**src/rtl/key_debounce_pulse.sv**
```systemverilog
// Push-button conditioner: synchronizes an active-low raw key, debounces it and
// emits a clean level plus one-cycle press/release pulses.
//
// state        | meaning
// IDLE         | debounced released, watching for a press
// PRESS_WAIT   | key seen pressed, counting stable cycles before accepting
// PRESSED      | debounced pressed, watching for a release
// RELEASE_WAIT | key seen released, counting stable cycles before accepting
module key_debounce_pulse #(
    parameter int SYNC_STAGES     = 2,
    parameter int DEBOUNCE_CYCLES = 50000,
    parameter int CNT_W           = 16
) (
    input  logic i_clk,
    input  logic i_rst,
    input  logic i_key_n,
    output logic o_key_level,
    output logic o_press_pulse,
    output logic o_release_pulse
);

    typedef enum logic [1:0] {
        IDLE,
        PRESS_WAIT,
        PRESSED,
        RELEASE_WAIT
    } state_t;

    localparam logic [CNT_W-1:0] CNT_LAST = CNT_W'(DEBOUNCE_CYCLES - 1);

    logic [SYNC_STAGES-1:0] sync_q;
    logic                   key_s;

    state_t           state_q, state_d;
    logic [CNT_W-1:0] cnt_q, cnt_d;
    logic             level_q, level_d;
    logic             press_q, press_d;
    logic             release_q, release_d;

    // Sync chain resets to the released level so a held key looks like a fresh press.
    assign key_s = ~sync_q[SYNC_STAGES-1];

    always_ff @(posedge i_clk) begin
        if (i_rst) begin
            sync_q    <= '1;
            state_q   <= IDLE;
            cnt_q     <= '0;
            level_q   <= 1'b0;
            press_q   <= 1'b0;
            release_q <= 1'b0;
        end else begin
            sync_q    <= {sync_q[SYNC_STAGES-2:0], i_key_n};
            state_q   <= state_d;
            cnt_q     <= cnt_d;
            level_q   <= level_d;
            press_q   <= press_d;
            release_q <= release_d;
        end
    end

    always_comb begin
        state_d   = state_q;
        cnt_d     = cnt_q;
        level_d   = level_q;
        press_d   = 1'b0;
        release_d = 1'b0;
        case (state_q)
            IDLE: begin
                if (key_s) begin
                    state_d = PRESS_WAIT;
                    cnt_d   = '0;
                end
            end
            PRESS_WAIT: begin
                if (!key_s) begin
                    state_d = IDLE;
                    cnt_d   = '0;
                end else if (cnt_q == CNT_LAST) begin
                    state_d = PRESSED;
                    cnt_d   = '0;
                    press_d = 1'b1;
                    level_d = 1'b1;
                end else begin
                    cnt_d = cnt_q + CNT_W'(1);
                end
            end
            PRESSED: begin
                if (!key_s) begin
                    state_d = RELEASE_WAIT;
                    cnt_d   = '0;
                end
            end
            RELEASE_WAIT: begin
                if (key_s) begin
                    state_d = PRESSED;
                    cnt_d   = '0;
                end else if (cnt_q == CNT_LAST) begin
                    state_d   = IDLE;
                    cnt_d     = '0;
                    release_d = 1'b1;
                    level_d   = 1'b0;
                end else begin
                    cnt_d = cnt_q + CNT_W'(1);
                end
            end
            default: begin
                state_d = IDLE;
                cnt_d   = '0;
                level_d = 1'b0;
            end
        endcase
    end

    assign o_key_level     = level_q;
    assign o_press_pulse   = press_q;
    assign o_release_pulse = release_q;

endmodule

```
**config.mk**
```make
export PLATFORM = sky130hd
export DESIGN_NAME = key_debounce_pulse
export DESIGN_NICKNAME = d
export VERILOG_FILES = /design/src/rtl/key_debounce_pulse.sv
export SDC_FILE = /design/constraint.sdc
export NUM_CORES = 1
export LEC_CHECK = 0
export CORE_MARGIN = 2
export CORE_UTILIZATION = 61
export CTS_BUF_LIST = sky130_fd_sc_hd__clkbuf_8
export DETAILED_ROUTE_END_ITERATION = 8
export GPL_ROUTABILITY_DRIVEN = 0
export PLACE_DENSITY = 0.84
export SKIP_LAST_GASP = 1
export SLEW_MARGIN = 30
export SYNTH_ARGS = -nofsm -noshare
export SYNTH_HDL_FRONTEND = slang
export SYNTH_SLANG_ARGS = --single-unit
```
**constraint.sdc**
```tcl
create_clock -name i_clk -period 1.85 [get_ports i_clk]
set_input_delay 0.4625 -clock i_clk [delete_from_list [all_inputs] [get_ports i_clk]]
set_output_delay 0.4625 -clock i_clk [all_outputs]
set_load 0.05 [all_outputs]
```
# After elaboration in Yosys (flattened, before gate mapping)
# Cells that the tools add are included.
# classes
bitwise	3
mux	19
n_eq_ne	12
reduce_logical	7
addsub	1
# op_table
cell	n
$mux 16	5
$pmux 16 s4	1
$add 16x1->16 const B	1
$eq 16x16->1 const B	1
$mux 2	6
$ne 2x2->1 const B	6
$pmux 2 s4	1
$ne 3x3->1 const B	2
$reduce_or 3->1	2
$mux 1	5
$reduce_and 5->1	1
$eq 2x2->1 const B	2
$reduce_and 4->1	1
$not 1->1	3
$eq 2x1->1 const B	1
$logic_not 2->1	1
$pmux 1 s2	1
$reduce_and 2->1	1
$reduce_bool 2->1	1
# totals
wordCells	48
output_inout_bits	3
ff_bits	23

# Longest topological paths before layout
# Gate-level depths: netlist of run 1.
# depth
word_depth	4
depth_mapped	6
depth_no_buf	5

# Worst setup path after synthesis of run 1
# No wires, ideal clock.
# synth_timing
path_type	register -> register
from	reg cnt_q[0]
to	reg cnt_q[12]
required_time_ns	1.776
synth_period_minus_slack_ns	1.708
slack_ns	0.142
path_stages_with_launch	6
t_arrival_ns	1.634
cell_sequence	dfxtp_1 > ha_1 > nand4_1 > or3_1 > or4_1 > a31oi_1
# synth_via
elab_chain_cells	4
# synth_rtl
element	line	source
from (decl)	35	logic [CNT_W-1:0] cnt_q, cnt_d;
from (signal assigned)	54	cnt_q <= cnt_d;
$add 16x1->16 / $eq 16x16->1 (equally long branches)	n/a	
$mux 16 *	78, 97	
$mux 16 (on tied branches)	94, 75	
$pmux 16 s4 *	67	case (state_q)
# Every way passes the cells marked *; elsewhere a longest branch is shown, timed or not.
# A chain may end at the register's enable or synchronous reset.

# Worst setup path after layout of run 1
# layout_timing
from	reg cnt_q[0]
to	reg cnt_q[10]
# Same word-level chain as after synthesis.

==> results of run 1 <==
## area by class of cell
type	count	area [um^2]
fillers	148	510
inverters	5	18.8
flip-flops and latches	23	467
clock inverters	1	3.75
clock buffers	3	41.3
repair buffers	18	140
multi-input cells	103	707
well taps	27	33.8
## power by group through the flow
stage / Combinational [mW] / Sequential, mW / Clock [mW]
finish: 0.0746 / 0.503 / 0.302
global route: 0.0789 / 0.504 / 0.331
CTS: 0.0717 / 0.504 / 0.305
floorplan: 0.0348 / 0.522 / 0
global placement: 0.0689 / 0.515 / 0
detailed placement: 0.0707 / 0.515 / 0
## logic make-up after synthesis
family	share of synthesized area [%]
AOI/OAI and AO/OA	16.9
buffers and inverters	6.26
xor gates and xnor gates	2.88
muxes	0.924
and+or+nand+nor	34.2
DFF	37.8
adders and majority gates	1.03
## flip-flops by register name (all words and copies together), names as in the netlist, named ones only
name and count:
sync_q 2, o_press_pulse 1, o_release_pulse 1, o_key_level 1
state_q 1, cnt_q 16
## metrics by stage
step / area (um^2) / setup WS [ps] / hold slack, ps / instances
after floorplan: 1220 / 142 / 389 / 137
after global placement: 1340 / 37.6 / 403 / 176
after detailed placement: 1340 / -34.5 / 417 / 176
after CTS: 1390 / -6.20 / 439 / 180
after global routing: 1410 / 4.44 / 462 / 180
final: 1410 / 86.3 / 438 / 180
## placed cells by master (no fill, tap or decap), types with 2 or more instances in the layout
cell / n
a21oi_1: 7
a31oi_1: 6
and4_1: 2
and4bb_2: 2
buf_4: 16
clkbuf_8: 3
clkdlybuf4s50_1: 2
dfxtp_1: 20
dfxtp_2: 2
inv_1: 6
nand2_1: 15
nand3_1: 4
nand4_1: 5
nand4b_1: 6
nor2_1: 7
nor2b_1: 2
nor3_1: 2
nor4_1: 3
o211ai_1: 3
o21ai_0: 2
o21ai_1: 2
o31ai_1: 3
or2_1: 2
or2_2: 2
or3_1: 2
or4_1: 5
xor2_1: 3
## metal layers
layer  part of all wire, %  track usage, %  vias up
li1                      -               -      561
met1                    40            31.1      558
met2                    49            46.8       53
met3                   6.0            4.63       17
met4                   4.7            15.7        0
met5                     0               0        -
## worst register-to-register path, stage by stage, from the launching register on
cell and delay, ps:
dfxtp_4 380, ha_4 160, nand4_1 160, buf_4 200, or3_2 410, a41oi_1 260
o21ai_1 80
## repair_timing
item                                    in CTS  in global routing
resized for setup                            2                  6
endpoints found under the setup margin       2                  3
pin swaps                                    0                  1
## worst paths after layout
kind,start,end,slack [ps],cells after the start
max reg2reg,cnt_q[0]$_SDFFE_PP0P_,cnt_q[10]$_SDFFE_PP0P_,90,6
max,cnt_q[0]$_SDFFE_PP0P_,cnt_q[10]$_SDFFE_PP0P_,90,6
min,sync_q[0]$_SDFF_PP1_,sync_q[1]$_SDFF_PP1_,440,1
min reg2reg,sync_q[0]$_SDFF_PP1_,sync_q[1]$_SDFF_PP1_,440,1
==> results.py, run 1 <==
metrics = {
    "pwr": {
        "leakage_nw": 0.461,
        "power_mw": 0.880,
        "swShare_pct": 22.9,
        "ir_drop_mv": 0.608,
        "p_per_area_nw_per_um2": 623,
        "pwr-share-seq_pct": 57.2,
        "comb_power_share_pct": 8.5,
        "p_clk_share_pct": 34.3,
        "p_switching_mw": 0.202,
        "intPower_mw": 0.678,
    },
    "cts": {
        "cts_root_buf": "clkbuf_8",
        "clock-sinks": 23,
        "cts_tree": "built",
        "cts_max_level": 1,
        "cts_buffer_depth": 2,
        "insertion_delay_ps": 270,
        "ctsHoldBuffers": 0,
        "cts_buffers": 3,
        "post_cts_buffers": 0,
        "path_clk_slew_ps": 80,
    },
    "worst_hold_path": {
        "hp-class": "flip-flop to flip-flop",
    },
    "synth": {
        "yosys-top-cells-count": "23 x dfxtp_1, 15 x nand2_1, 7 x a21oi_1, 7 x nor2_1",
        "synth.largest_area_cell": "dfxtp_1",
        "syn_area_per_cell_um2": 8.90,
        "synthMostInstantiatedCell": "dfxtp_1",
        "syn-cell-area_um2": 1220,
        "synth_edf_count": 0,
        "yosys_register_bits": 23,
        "synth_seq_area_share_pct": 37.8,
        "yosysWarnings": 0,
        "syn_nets": 141,
        "synth_ff_type": "dfxtp_1",
        "netlist_top_cells_area": "dfxtp_1 38%, nand2_1 4.6%, nand4b_1 4.3%",
        "async_flop_share_pct": 0,
        "synth_cell_types": 45,
        "synth_top_area_share_pct": 37.8,
        "netlist_instances": 137,
    },
    "place": {
        "port_buffers": 5,
        "dp_hpwl_mm": 2.16,
    },
    "critical_path": {
        "cpMaxStageDelayCell": "or3_2",
        "critPathMaxFanout": 5,
        "critical_path_required_ps": 2010,
        "path_delay_family": "simple AND/OR/NAND/NOR gates",
        "path_cells": "ha_4, nand4_1, buf_4, or3_2, a41oi_1, o21ai_1",
        "cpPeakStageDelay_ps": 410,
        "critPathBufInv": 1,
        "cp-end-kind": "flip-flop",
        "cp-start-kind": "flip-flop",
        "cp.arrival_ps": 1920,
        "critPathKind": "flip-flop to flip-flop",
    },
    "drt": {
        "viasPerCell": 6.61,
        "first_pass_iters": 4,
        "ant_nets": 0,
        "wl_per_cell_um": 16.7,
        "vias": 1189,
        "wirelength_mm": 3.00,
        "route.detailed.drc": 0,
        "dr.first_iter.drc_count": 66,
    },
    "floorplan": {
        "pin_count": 6,
        "die_h_um": 48.7,
        "dieArea_um2": 2370,
        "fp-row-count": 16,
        "die_w_um": 48.7,
        "core_area_um2": 1920,
        "initial_core_util_pct": 63.4,
    },
    "timing": {
        "fin_tns_setup_ps": 0,
        "finalCritPeriodShare_pct": 95.3,
        "slew_violations": 0,
        "fmax_mhz": 567,
        "rsz0062_at_grt": "no",
        "setup_viol": 0,
        "slew-limit-headroom_pct": 70.1,
        "worstMarginPinSlew_ps": 446,
        "clock_skew_ps": 2.50,
        "fin_crit_ps": 1760,
        "finalHoldViolCount": 0,
    },
    "global_route": {
        "grt_overflow": 0,
        "grt_pass1_vias": 1127,
        "grt_max_degree": 14,
        "grt_pass1_wl_mm": 4.95,
        "grtUsageTotal_pct": 27.0,
        "antenna_found_initial": 0,
    },
    "cells_and_area": {
        "final_core_util_pct": 73.4,
        "diodes": 0,
        "num-nets-final": 158,
        "drive_gt1_share_pct": 22.9,
        "syn2layout_area_growth_pct": 15.8,
    },
    "run": {
        "cap_violations": 0,
    },
    "status": {
        "status": "completed",
    },
}
Power figures use the tool's default switching activity.
==> run 2, diff against run 1 <==
- CTS_CLUSTER_SIZE: not set -> 30
==> results of run 2 <==
Same layout as run 1: the final DEF is identical, and so are final timing and power.
==> run 3, diff against run 2 <==
- CORE_UTILIZATION: 61 -> 55
- PLACE_DENSITY: 0.84 -> 0.77
- clock period: 1.85 -> 1.75 ns (I/O delays scaled with it)
==> run 3 against run 2 <==
  * Via count down 3.5%
  * Clock skew up 1.4 ps
  * First-iteration DRC count down 45%
  * Utilization down 7.2 points
  * Cell area up 0.89%
  * Global-route usage down 1.7 points
  * Sequential power up 6.4%
  * Total power up 6.0%
  * Non-clock buffer count up 4
  * Clock power up 8.6%
  * Critical endpoint is now cnt_q[12]$_SDFFE_PP0P_
==> results.py, run 3 (synthesized netlist as in run 1, its figures left out) <==
metrics = {
    "status": {
        "status": "completed",
    },
    "global_route": {
        "grt_pass1_wl_mm": 4.85,
        "grt_pass1_vias": 1087,
        "antenna_found_initial": 0,
        "grtUsageTotal_pct": 25.3,
        "grt_max_degree": 14,
        "grt_overflow": 0,
    },
    "pwr": {
        "power_mw": 0.932,
        "p_per_area_nw_per_um2": 655,
        "leakage_nw": 0.473,
        "ir_drop_mv": 0.705,
    },
    "cells_and_area": {
        "final_core_util_pct": 66.3,
        "largest_reg_flops": 16,
        "diodes": 0,
        "largest_registers": "cnt_q (16), sync_q (2)",
        "num-nets-final": 162,
        "final_common_cell": "buf_4",
        "syn2layout_area_growth_pct": 16.8,
        "final_cell_mix": "20 x buf_4, 19 x dfxtp_1, 15 x nand2_1, 7 x nor2_1, 7 x a21oi_1",
        "stdcell_area_um2": 1420,
        "top_register": "cnt_q",
        "drive_gt1_share_pct": 25.5,
    },
    "critical_path": {
        "cp-start-kind": "flip-flop",
        "critical_path_required_ps": 1950,
        "cp-end-kind": "flip-flop",
        "critPathMaxFanout": 4,
        "cp.arrival_ps": 1890,
        "critPathKind": "flip-flop to flip-flop",
    },
    "floorplan": {
        "dieArea_um2": 2610,
        "die_h_um": 51.1,
        "fp-row-count": 17,
        "die_w_um": 51.1,
        "pin_count": 6,
        "initial_core_util_pct": 56.7,
        "core_area_um2": 2150,
    },
    "timing": {
        "finalCritPeriodShare_pct": 96.6,
        "fin_tns_setup_ps": 0,
        "clock_skew_ps": 3.91,
        "rsz0062_at_grt": "yes",
        "timing.final.ws_setup_ps": 60.0,
        "worstMarginPinSlew_ps": 518,
        "fin_crit_ps": 1690,
        "slew_violations": 0,
        "slew-limit-headroom_pct": 65.3,
        "finalHoldViolCount": 0,
        "setup_viol": 0,
        "fmax_mhz": 592,
    },
    "drt": {
        "ant_nets": 0,
        "viasPerCell": 6.20,
        "first_pass_iters": 4,
        "vias": 1147,
        "route.detailed.drc": 0,
        "wirelength_mm": 2.87,
        "wl_per_cell_um": 15.5,
        "dr.first_iter.drc_count": 36,
    },
    "run": {
        "cap_violations": 0,
    },
    "place": {
        "dp_hpwl_mm": 2.09,
        "dpl_cell_area_um2": 1370,
        "port_buffers": 5,
        "place_ws_ps": -3.23,
    },
    "cts": {
        "clock-sinks": 23,
        "cts_buffer_depth": 2,
        "cts_max_level": 1,
        "cts_root_buf": "clkbuf_8",
        "path_clk_slew_ps": 80,
        "cts_tree": "built",
        "cts_buffers": 3,
        "insertion_delay_ps": 270,
    },
    "worst_hold_path": {
        "hp-class": "flip-flop to flip-flop",
    },
}
==> run 3: worst paths after layout <==
| kind | slack [ps] | to | depth (start not counted) | from |
|---|---|---|---|---|
| setup / recovery | 60 | cnt_q[12]$_SDFFE_PP0P_ | 5 | cnt_q[1]$_SDFFE_PP0P_ |
| hold / removal | 420 | sync_q[1]$_SDFF_PP1_ | 1 | sync_q[0]$_SDFF_PP1_ |
| setup reg to reg | 60 | cnt_q[12]$_SDFFE_PP0P_ | 5 | cnt_q[1]$_SDFFE_PP0P_ |
| hold reg to reg | 420 | sync_q[1]$_SDFF_PP1_ | 1 | sync_q[0]$_SDFF_PP1_ |
==> run 3: final cells by class <==
cell class	count	area, um^2
multi-input cells	103	688
inverters	5	18.8
repair buffers	22	170
clock inverters	1	5.00
clock buffers	3	41.3
flip-flops and latches	23	465
fillers	180	724
well taps	28	35.0
==> run 3: critical path, stage by stage (launching register included) <==
cell,delay (ps)
dfxtp_2,350
ha_2,190
nand4_1,120
or3_1,350
or4_1,470
a31oi_1,140
==> run 3: through the flow <==
step,std cells,hold slack (ps)
final,185,420
after global routing,185,425
after CTS,185,422
after detailed placement,181,402
after global placement,181,391
after floorplan,137,389
==> run 3: repair_timing <==
item,4_1_cts,5_1_grt
pin swaps,0,1
setup endpoints to repair,1,9
resized for setup,2,4
hold buffers,0,0
setup buffers,0,0
gates cloned,0,0
==> run 3: where the power goes <==
part / leakage [nW] / internal (mW) / switching, mW / total, mW
combinational: 0.260 / 0.0286 / 0.0413 / 0.0698
sequential: 0.187 / 0.528 / 0.00634 / 0.535
clock: 0.0255 / 0.159 / 0.169 / 0.328
total: 0.473 / 0.716 / 0.216 / 0.932
==> run 3: routing by layer <==
| layer | GRT usage, % | wire length, um |
|---|---|---|
| met1 | 31.8 | 1270 |
| met2 | 42.0 | 1480 |
| met3 | 7.31 | 87 |
| met4 | 6.76 | 25 |
| met5 | 0 | 0 |
